File: src/rtl/uart_sched_pkg.sv
// rtl/uart_sched_pkg.sv - shared constants and state encoding for the uart_tx word scheduler
package uart_sched_pkg;

    localparam int WORD_W               = 32;
    localparam int DEFAULT_BUSY_TIMEOUT = 15;

    typedef enum logic [2:0] {
        ST_IDLE      = 3'd0,
        ST_LATCH     = 3'd1,
        ST_FETCH     = 3'd2,
        ST_START     = 3'd3,
        ST_WAIT_BUSY = 3'd4,
        ST_WAIT_DONE = 3'd5,
        ST_ACK       = 3'd6
    } sched_state_t;

endpackage

File: src/rtl/uart_tx_scheduler_rr_arbiter.sv
// rtl/uart_tx_scheduler_rr_arbiter.sv - combinational round-robin first-set scan
//
// Ports:
//   req       : pending request vector
//   rr        : index where the scan starts (highest priority)
//   gnt_valid : at least one request is pending
//   gnt_idx   : first set request found scanning rr, rr+1, ... modulo N_REQ
module rr_arbiter #(
    parameter int N_REQ = 4,
    parameter int IDX_W = 2
) (
    input  logic [N_REQ-1:0] req,
    input  logic [IDX_W-1:0] rr,
    output logic             gnt_valid,
    output logic [IDX_W-1:0] gnt_idx
);

    localparam logic [IDX_W:0] N_L = (IDX_W+1)'(N_REQ);

    // Doubling the vector turns the wrap-around scan into a plain shift:
    // bit i of the shifted vector is request (rr + i) mod N_REQ.
    logic [2*N_REQ-1:0] rotated;
    logic [IDX_W:0]     sum;

    always_comb begin
        gnt_valid = 1'b0;
        gnt_idx   = '0;
        sum       = '0;
        rotated   = {req, req} >> rr;
        for (int i = 0; i < N_REQ; i++) begin
            if (!gnt_valid && rotated[i]) begin
                gnt_valid = 1'b1;
                sum       = {1'b0, rr} + (IDX_W+1)'(i);
                if (sum >= N_L) begin
                    sum = sum - N_L;
                end
                gnt_idx = sum[IDX_W-1:0];
            end
        end
    end

endmodule

File: src/rtl/uart_tx_scheduler.sv
// rtl/uart_tx_scheduler.sv - round-robin scheduler sharing one uart_tx word transmitter
//
// Ports:
//   i_clk, _rst   : clock, synchronous active-low reset
//   req, req_data : per-requester level request and 32-bit word (word i at [32i+31:32i])
//   ack           : one-cycle pulse on the granted bit when its word is done or aborted
//   err_timeout   : one-cycle pulse with ack when tx_busy never rose
//   active        : high from LATCH through ACK
//   grant_idx     : current or last granted requester
//   tx_data, tx_fetch, tx_transmit : word and strobes to uart_tx (all registered)
//   tx_busy       : busy from uart_tx
module uart_tx_scheduler
    import uart_sched_pkg::*;
#(
    parameter int N_REQ        = 4,
    parameter int IDX_W        = 2,
    parameter int BUSY_TIMEOUT = DEFAULT_BUSY_TIMEOUT
) (
    input  logic                    i_clk,
    input  logic                    _rst,
    input  logic [N_REQ-1:0]        req,
    input  logic [N_REQ*WORD_W-1:0] req_data,
    output logic [N_REQ-1:0]        ack,
    output logic                    err_timeout,
    output logic                    active,
    output logic [IDX_W-1:0]        grant_idx,
    output logic [WORD_W-1:0]       tx_data,
    output logic                    tx_fetch,
    output logic                    tx_transmit,
    input  logic                    tx_busy
);

    localparam logic [7:0]       TIMEOUT_CNT = 8'(BUSY_TIMEOUT);
    localparam logic [IDX_W-1:0] LAST_IDX    = IDX_W'(N_REQ - 1);

    sched_state_t state, state_nxt;

    logic [IDX_W-1:0]  rr, rr_d;
    logic [7:0]        busy_cnt, busy_cnt_d;
    logic              gnt_valid;
    logic [IDX_W-1:0]  gnt_idx;
    logic [WORD_W-1:0] win_word;
    logic [N_REQ-1:0]  grant_onehot;
    logic              busy_expired;

    logic [N_REQ-1:0]  ack_d;
    logic              err_timeout_d;
    logic              active_d;
    logic [IDX_W-1:0]  grant_idx_d;
    logic [WORD_W-1:0] tx_data_d;
    logic              tx_fetch_d;
    logic              tx_transmit_d;

    rr_arbiter #(
        .N_REQ (N_REQ),
        .IDX_W (IDX_W)
    ) u_arb (
        .req       (req),
        .rr        (rr),
        .gnt_valid (gnt_valid),
        .gnt_idx   (gnt_idx)
    );

    always_comb begin
        win_word     = '0;
        grant_onehot = '0;
        for (int i = 0; i < N_REQ; i++) begin
            if (gnt_idx == IDX_W'(i)) begin
                win_word = req_data[i*WORD_W +: WORD_W];
            end
            grant_onehot[i] = (grant_idx == IDX_W'(i));
        end
    end

    // Busy has priority over the timeout on the same edge.
    assign busy_expired = !tx_busy && (busy_cnt == TIMEOUT_CNT);

    always_ff @(posedge i_clk) begin
        if (!_rst) begin
            state <= ST_IDLE;
        end else begin
            state <= state_nxt;
        end
    end

    always_comb begin
        state_nxt = state;
        case (state)
            ST_IDLE:      if (gnt_valid) state_nxt = ST_LATCH;
            ST_LATCH:     state_nxt = ST_FETCH;
            ST_FETCH:     state_nxt = ST_START;
            ST_START:     state_nxt = ST_WAIT_BUSY;
            ST_WAIT_BUSY: begin
                if (tx_busy) begin
                    state_nxt = ST_WAIT_DONE;
                end else if (busy_expired) begin
                    state_nxt = ST_ACK;
                end
            end
            // Frame length depends on baud, so no timeout here.
            ST_WAIT_DONE: if (!tx_busy) state_nxt = ST_ACK;
            ST_ACK:       state_nxt = ST_IDLE;
            default:      state_nxt = ST_IDLE;
        endcase
    end

    // Next values for the registered outputs; every output leaves a flop.
    always_comb begin
        tx_data_d     = tx_data;
        grant_idx_d   = grant_idx;
        active_d      = active;
        rr_d          = rr;
        busy_cnt_d    = busy_cnt;
        tx_fetch_d    = 1'b0;
        tx_transmit_d = 1'b0;
        ack_d         = '0;
        err_timeout_d = 1'b0;
        case (state)
            ST_IDLE: begin
                if (gnt_valid) begin
                    tx_data_d   = win_word;
                    grant_idx_d = gnt_idx;
                    active_d    = 1'b1;
                end
            end
            ST_LATCH: tx_fetch_d    = 1'b1;
            ST_FETCH: tx_transmit_d = 1'b1;
            ST_START: busy_cnt_d    = '0;
            ST_WAIT_BUSY: begin
                if (!tx_busy) begin
                    if (busy_expired) begin
                        ack_d         = grant_onehot;
                        err_timeout_d = 1'b1;
                    end else if (busy_cnt != 8'hFF) begin
                        busy_cnt_d = busy_cnt + 8'd1;
                    end
                end
            end
            ST_WAIT_DONE: begin
                if (!tx_busy) begin
                    ack_d = grant_onehot;
                end
            end
            ST_ACK: begin
                active_d = 1'b0;
                rr_d     = (grant_idx == LAST_IDX) ? '0 : grant_idx + 1'b1;
            end
            default: ;
        endcase
    end

    always_ff @(posedge i_clk) begin
        if (!_rst) begin
            tx_data     <= '0;
            tx_fetch    <= 1'b0;
            tx_transmit <= 1'b0;
            ack         <= '0;
            err_timeout <= 1'b0;
            active      <= 1'b0;
            grant_idx   <= '0;
            rr          <= '0;
            busy_cnt    <= '0;
        end else begin
            tx_data     <= tx_data_d;
            tx_fetch    <= tx_fetch_d;
            tx_transmit <= tx_transmit_d;
            ack         <= ack_d;
            err_timeout <= err_timeout_d;
            active      <= active_d;
            grant_idx   <= grant_idx_d;
            rr          <= rr_d;
            busy_cnt    <= busy_cnt_d;
        end
    end

endmodule
File: config.mk
export PLATFORM = sky130hd
export DESIGN_NAME = uart_tx_scheduler
export DESIGN_NICKNAME = d
export VERILOG_FILES = /design/src/rtl/uart_sched_pkg.sv /design/src/rtl/uart_tx_scheduler_rr_arbiter.sv /design/src/rtl/uart_tx_scheduler.sv
export SDC_FILE = /design/constraint.sdc
export NUM_CORES = 1
export LEC_CHECK = 0
export BUFFER_PORTS_ARGS = -buffer_cell sky130_fd_sc_hd__clkbuf_2
export CORE_UTILIZATION = 44
export DETAILED_ROUTE_END_ITERATION = 12
export PLACE_DENSITY = 0.9
export SYNTH_ARGS = -nofsm -noshare
export SYNTH_HDL_FRONTEND = slang
export SYNTH_SLANG_ARGS = --single-unit
export TNS_END_PERCENT = 10
File: constraint.sdc
create_clock -name i_clk -period 2.6 [get_ports i_clk]
set_input_delay 0.26 -clock i_clk [delete_from_list [all_inputs] [get_ports i_clk]]
set_output_delay 0.26 -clock i_clk [all_outputs]
set_load 0.02 [all_outputs]
==> Implementation_results.wiki <==
{| class="wikitable"
! Metric !! Value
|-
| Reg-to-reg slack, setup || 560 ps
|-
| Part of the total power dissipated in sequential elements || 0.463
|-
| # Max-Cap Violations || 0
|-
| Cell type with the largest total area after synthesis || sky130_fd_sc_hd__dfxtp_1
|-
| Via count of the first global-routing pass || 3174
|-
| Termination of the worst setup path || tx_data[28]
|-
| WL final || 9240 um
|-
| Syn. warnings || 0
|-
| Number of buffers inserted by post-CTS setup repair || 0
|-
| Weighted congestion reported at the end of routability-driven placement || 0.842
|-
| Final period utilization || 0.785
|-
| Skew-Pair Late Insertion Delay || 310 ps
|-
| Family with the most delay on the worst path || compound AO/OA/AOI/OAI gates
|-
| Overall overflow remaining after global route || 0
|-
| # placed instances || 573
|-
| Post-detailed-route DRC marker count || 18
|-
| Fraction of synthesis flops using an asynchronous set or reset pin || 0
|-
| Nets in the synthesized netlist || 482
|-
| IR Drop Worst-Case VDD || 0.268 mV
|-
| Multi-input combinational cell area || 1690 um2
|-
| Critical path type || flip-flop to flip-flop
|-
| Number of resized instances in the post-cts repair step || 0
|-
| Number of gates on the worst path with buffers counted || 6
|-
| Core area || 6420 um2
|-
| Number of buffers on the longest clock path || 2
|-
| Layout fillers || 544
|-
| Setup crit start || rr[1]
|-
| Cell Pwr Density || 561 nW/um2
|-
| Primary FF master, synth || sky130_fd_sc_hd__dfxtp_1
|-
| Starting DRC count in detailed routing || 262
|-
| FF-to-FF End || tx_data[28]
|-
| Fmax || 490 MHz
|-
| Post-Synthesis Cells || 342
|-
| Clock tree from TritonCTS || yes
|-
| Area fraction of the dominant cell type after synthesis || 0.374
|-
| Pin slew with the least headroom to its limit || 1070 ps
|-
| Layout Skew || 6.61 ps
|-
| Mean cell area of the mapped netlist || 8.62 um2
|-
| IO Count || 177
|-
| Max-slew violation total from the final report || 0
|-
| Area Growth Syn to Fin || 33.8%
|-
| Worst slew slack as a fraction of its limit || 0.284
|-
| Data arrival time of the critical path || 2210 ps
|-
| Logic pwr share || 0.329
|-
| Power after layout || 2210 uW
|-
| GRT Overall Usage || 0.258
|-
| Global-route wire length before repair || 14600 um
|-
| Depth of the worst register-to-register path || 6
|-
| Effective utilization at floorplan || 0.459
|-
| Data required time at the worst endpoint || 2770 ps
|-
| Leakage component of the power || 0.00195 uW
|-
| Share of layout cells above drive strength 1 || 0.393
|-
| Number of non-filler instances in the completed layout || 581
|-
| Summed instance area of the synthesized netlist || 2950 um2
|-
| Fin util || 0.614
|-
| CTS Sinks || 55
|-
| Diode count || 0
|-
| Number of hold violations in the final report || 0
|-
| CP max-delay cell || sky130_fd_sc_hd__dfxtp_1
|-
| Via count || 3371
|-
| Type of the worst min-delay path || primary input to flip-flop
|-
| CP Max Fanout || 22
|-
| Most common cell after layout, fill and taps aside || sky130_fd_sc_hd__clkbuf_2
|-
| Number of endpoints failing setup at the final stage || 0
|-
| Register bit total from synthesis || 55
|-
| Most frequent cells in the layout || 176 x sky130_fd_sc_hd__clkbuf_2, 55 x sky130_fd_sc_hd__dfxtp_1, 34 x sky130_fd_sc_hd__o221ai_1, 30 x sky130_fd_sc_hd__nand2_1, 26 x sky130_fd_sc_hd__and3_1
|-
| Number of enable-type register cells in the synthesized netlist || 0
|-
| Worst Setup Start Kind || flip-flop
|-
| Vertical die dimension || 83.9 um
|-
| Width of the die || 83.9 um
|-
| Antenna violations before repair || 0
|-
| Nets@finish || 643
|-
| Unrepaired setup endpoints after global routing || false
|-
| Clock Pin Slew Worst Setup and Hold Paths || 90 ps
|-
| Routed wire length per instance || 15.9 um
|-
| Post-DRT Antenna Nets || 0
|-
| Clock root cell || sky130_fd_sc_hd__clkbuf_8
|-
| Area contributors post-synth || sky130_fd_sc_hd__dfxtp_1 37%, sky130_fd_sc_hd__o221ai_1 10%, sky130_fd_sc_hd__mux2i_1 7.1%, sky130_fd_sc_hd__a211oi_1 5.9%, sky130_fd_sc_hd__and3_1 5.5%
|-
| Largest stage delay, worst path || 460 ps
|-
| Vias per cell || 5.80
|-
| Worst path cell trace || nand2_1 -> a211o_1 -> nand2_2 -> buf_12 -> mux2i_1 -> o221ai_1
|-
| Proportion of synthesized chip area in sequential cells || 0.374
|-
| Area of the die || 7030 um2
|-
| H-tree depth reported by CTS || 2
|-
| Num rows || 29
|-
| Worst path bufs/invs || 1
|-
| Clock share of power || 0.208
|-
| Number of buffers created by CTS || 5
|-
| Capturing element type of the critical path || flip-flop
|-
| Maximum number of pins on one net before global-route repair || 26
|-
| Start of the worst register-to-register path || rr[1]
|-
| Switching Share || 0.351
|-
| Drt pass-1 iters || 9
|-
| Number of buffer cells added on primary ports || 176
|-
| Unique masters post-synth || 41
|-
| Number of hold buffers added after CTS || 0
|-
| Hold_ws || 213 ps
|-
| Area taken by flip-flops and latches || 1100 um2
|-
| Internal power || 1440 uW
|-
| Violations in the final reports || DRC
|-
| Setup TNS after final layout || 0 ps
|-
| Total net switching power || 775 uW
|-
| Post-detail-place hpwl || 7070 um
|-
| Result of the run || finished with violations
|-
| Minimum clock period after layout || 2040 ps
|}
-- power groups by stage --
stage / Combinational, uW / Clock (uW) / Sequential [uW]
3_5_place_dp: 722 / 0 / 1040
2_1_floorplan: 333 / 0 / 1140
6_report: 727 / 461 / 1020
3_3_place_gp: 705 / 0 / 1040
4_1_cts: 724 / 469 / 1020
5_1_grt: 789 / 499 / 1040
-- synth_stat cells, drive strengths merged, types with 8 or more instances --
cell type and n:
dfxtp 55, o221ai 36, nand2 31, o21ai 29, and3 27, a211oi 23
clkbuf 22, mux2i 21, nor2 15, a21oi 11, nand3 11, buf 8
-- sequential cells by signal, summed over array words and instances, names as in the netlist --
name	cells
grant_idx	2
rr	2
active	1
err_timeout	1
tx_fetch	1
busy_cnt	8
tx_transmit	1
tx_data	32
state	3
ack	4
-- layout make-up --
class                           count  area share
Tap cell                           77      0.0244
Multi-Input combinational cell    250       0.428
Clock buffer                        7      0.0193
Timing Repair Buffer              184       0.242
Sequential cell                    55       0.279
Clock inverter                      1     0.00127
Inverter                            7     0.00666
-- per-layer routing --
metal | routed length (um) | GRT usage | part of all wire
met2 | 4620 | 0.452 | 0.50
met5 | 0 | 0 | 0
met1 | 3700 | 0.316 | 0.40
met4 | 227 | 0.100 | 0.025
met3 | 698 | 0.0396 | 0.076
-- through the flow --
stage               instance area, um2  setup slack, ps
finish                            3950              559
global route                      3950              415
CTS                               3950              607
detailed placement                3860              623
global placement                  3860              681
floorplan                         2950              755
-- kinds of logic after synthesis --
| group | share of synthesized area |
|---|---|
| multiplexers | 0.0713 |
| buffers and inverters | 0.0573 |
| flip-flops | 0.374 |
| AO/OA/AOI/OAI | 0.259 |
| AND/OR/NAND/NOR | 0.205 |
| adder cells (fa/ha/maj) | 0.0212 |
| XOR/XNOR | 0.0119 |
-- worst min-delay path by stage --
stage | from | slack [ps] | cells past startpoint | endpoint
after floorplan | tx_busy | 340 | 1 | err_timeout
after global placement | tx_data[7] | 440 | 2 | tx_data[7]
after detailed placement | tx_data[18] | 440 | 2 | tx_data[18]
after CTS | tx_busy | 210 | 2 | err_timeout
after global routing | tx_busy | 210 | 2 | err_timeout
final | tx_busy | 210 | 2 | err_timeout
(Power assumes the default switching activity.)
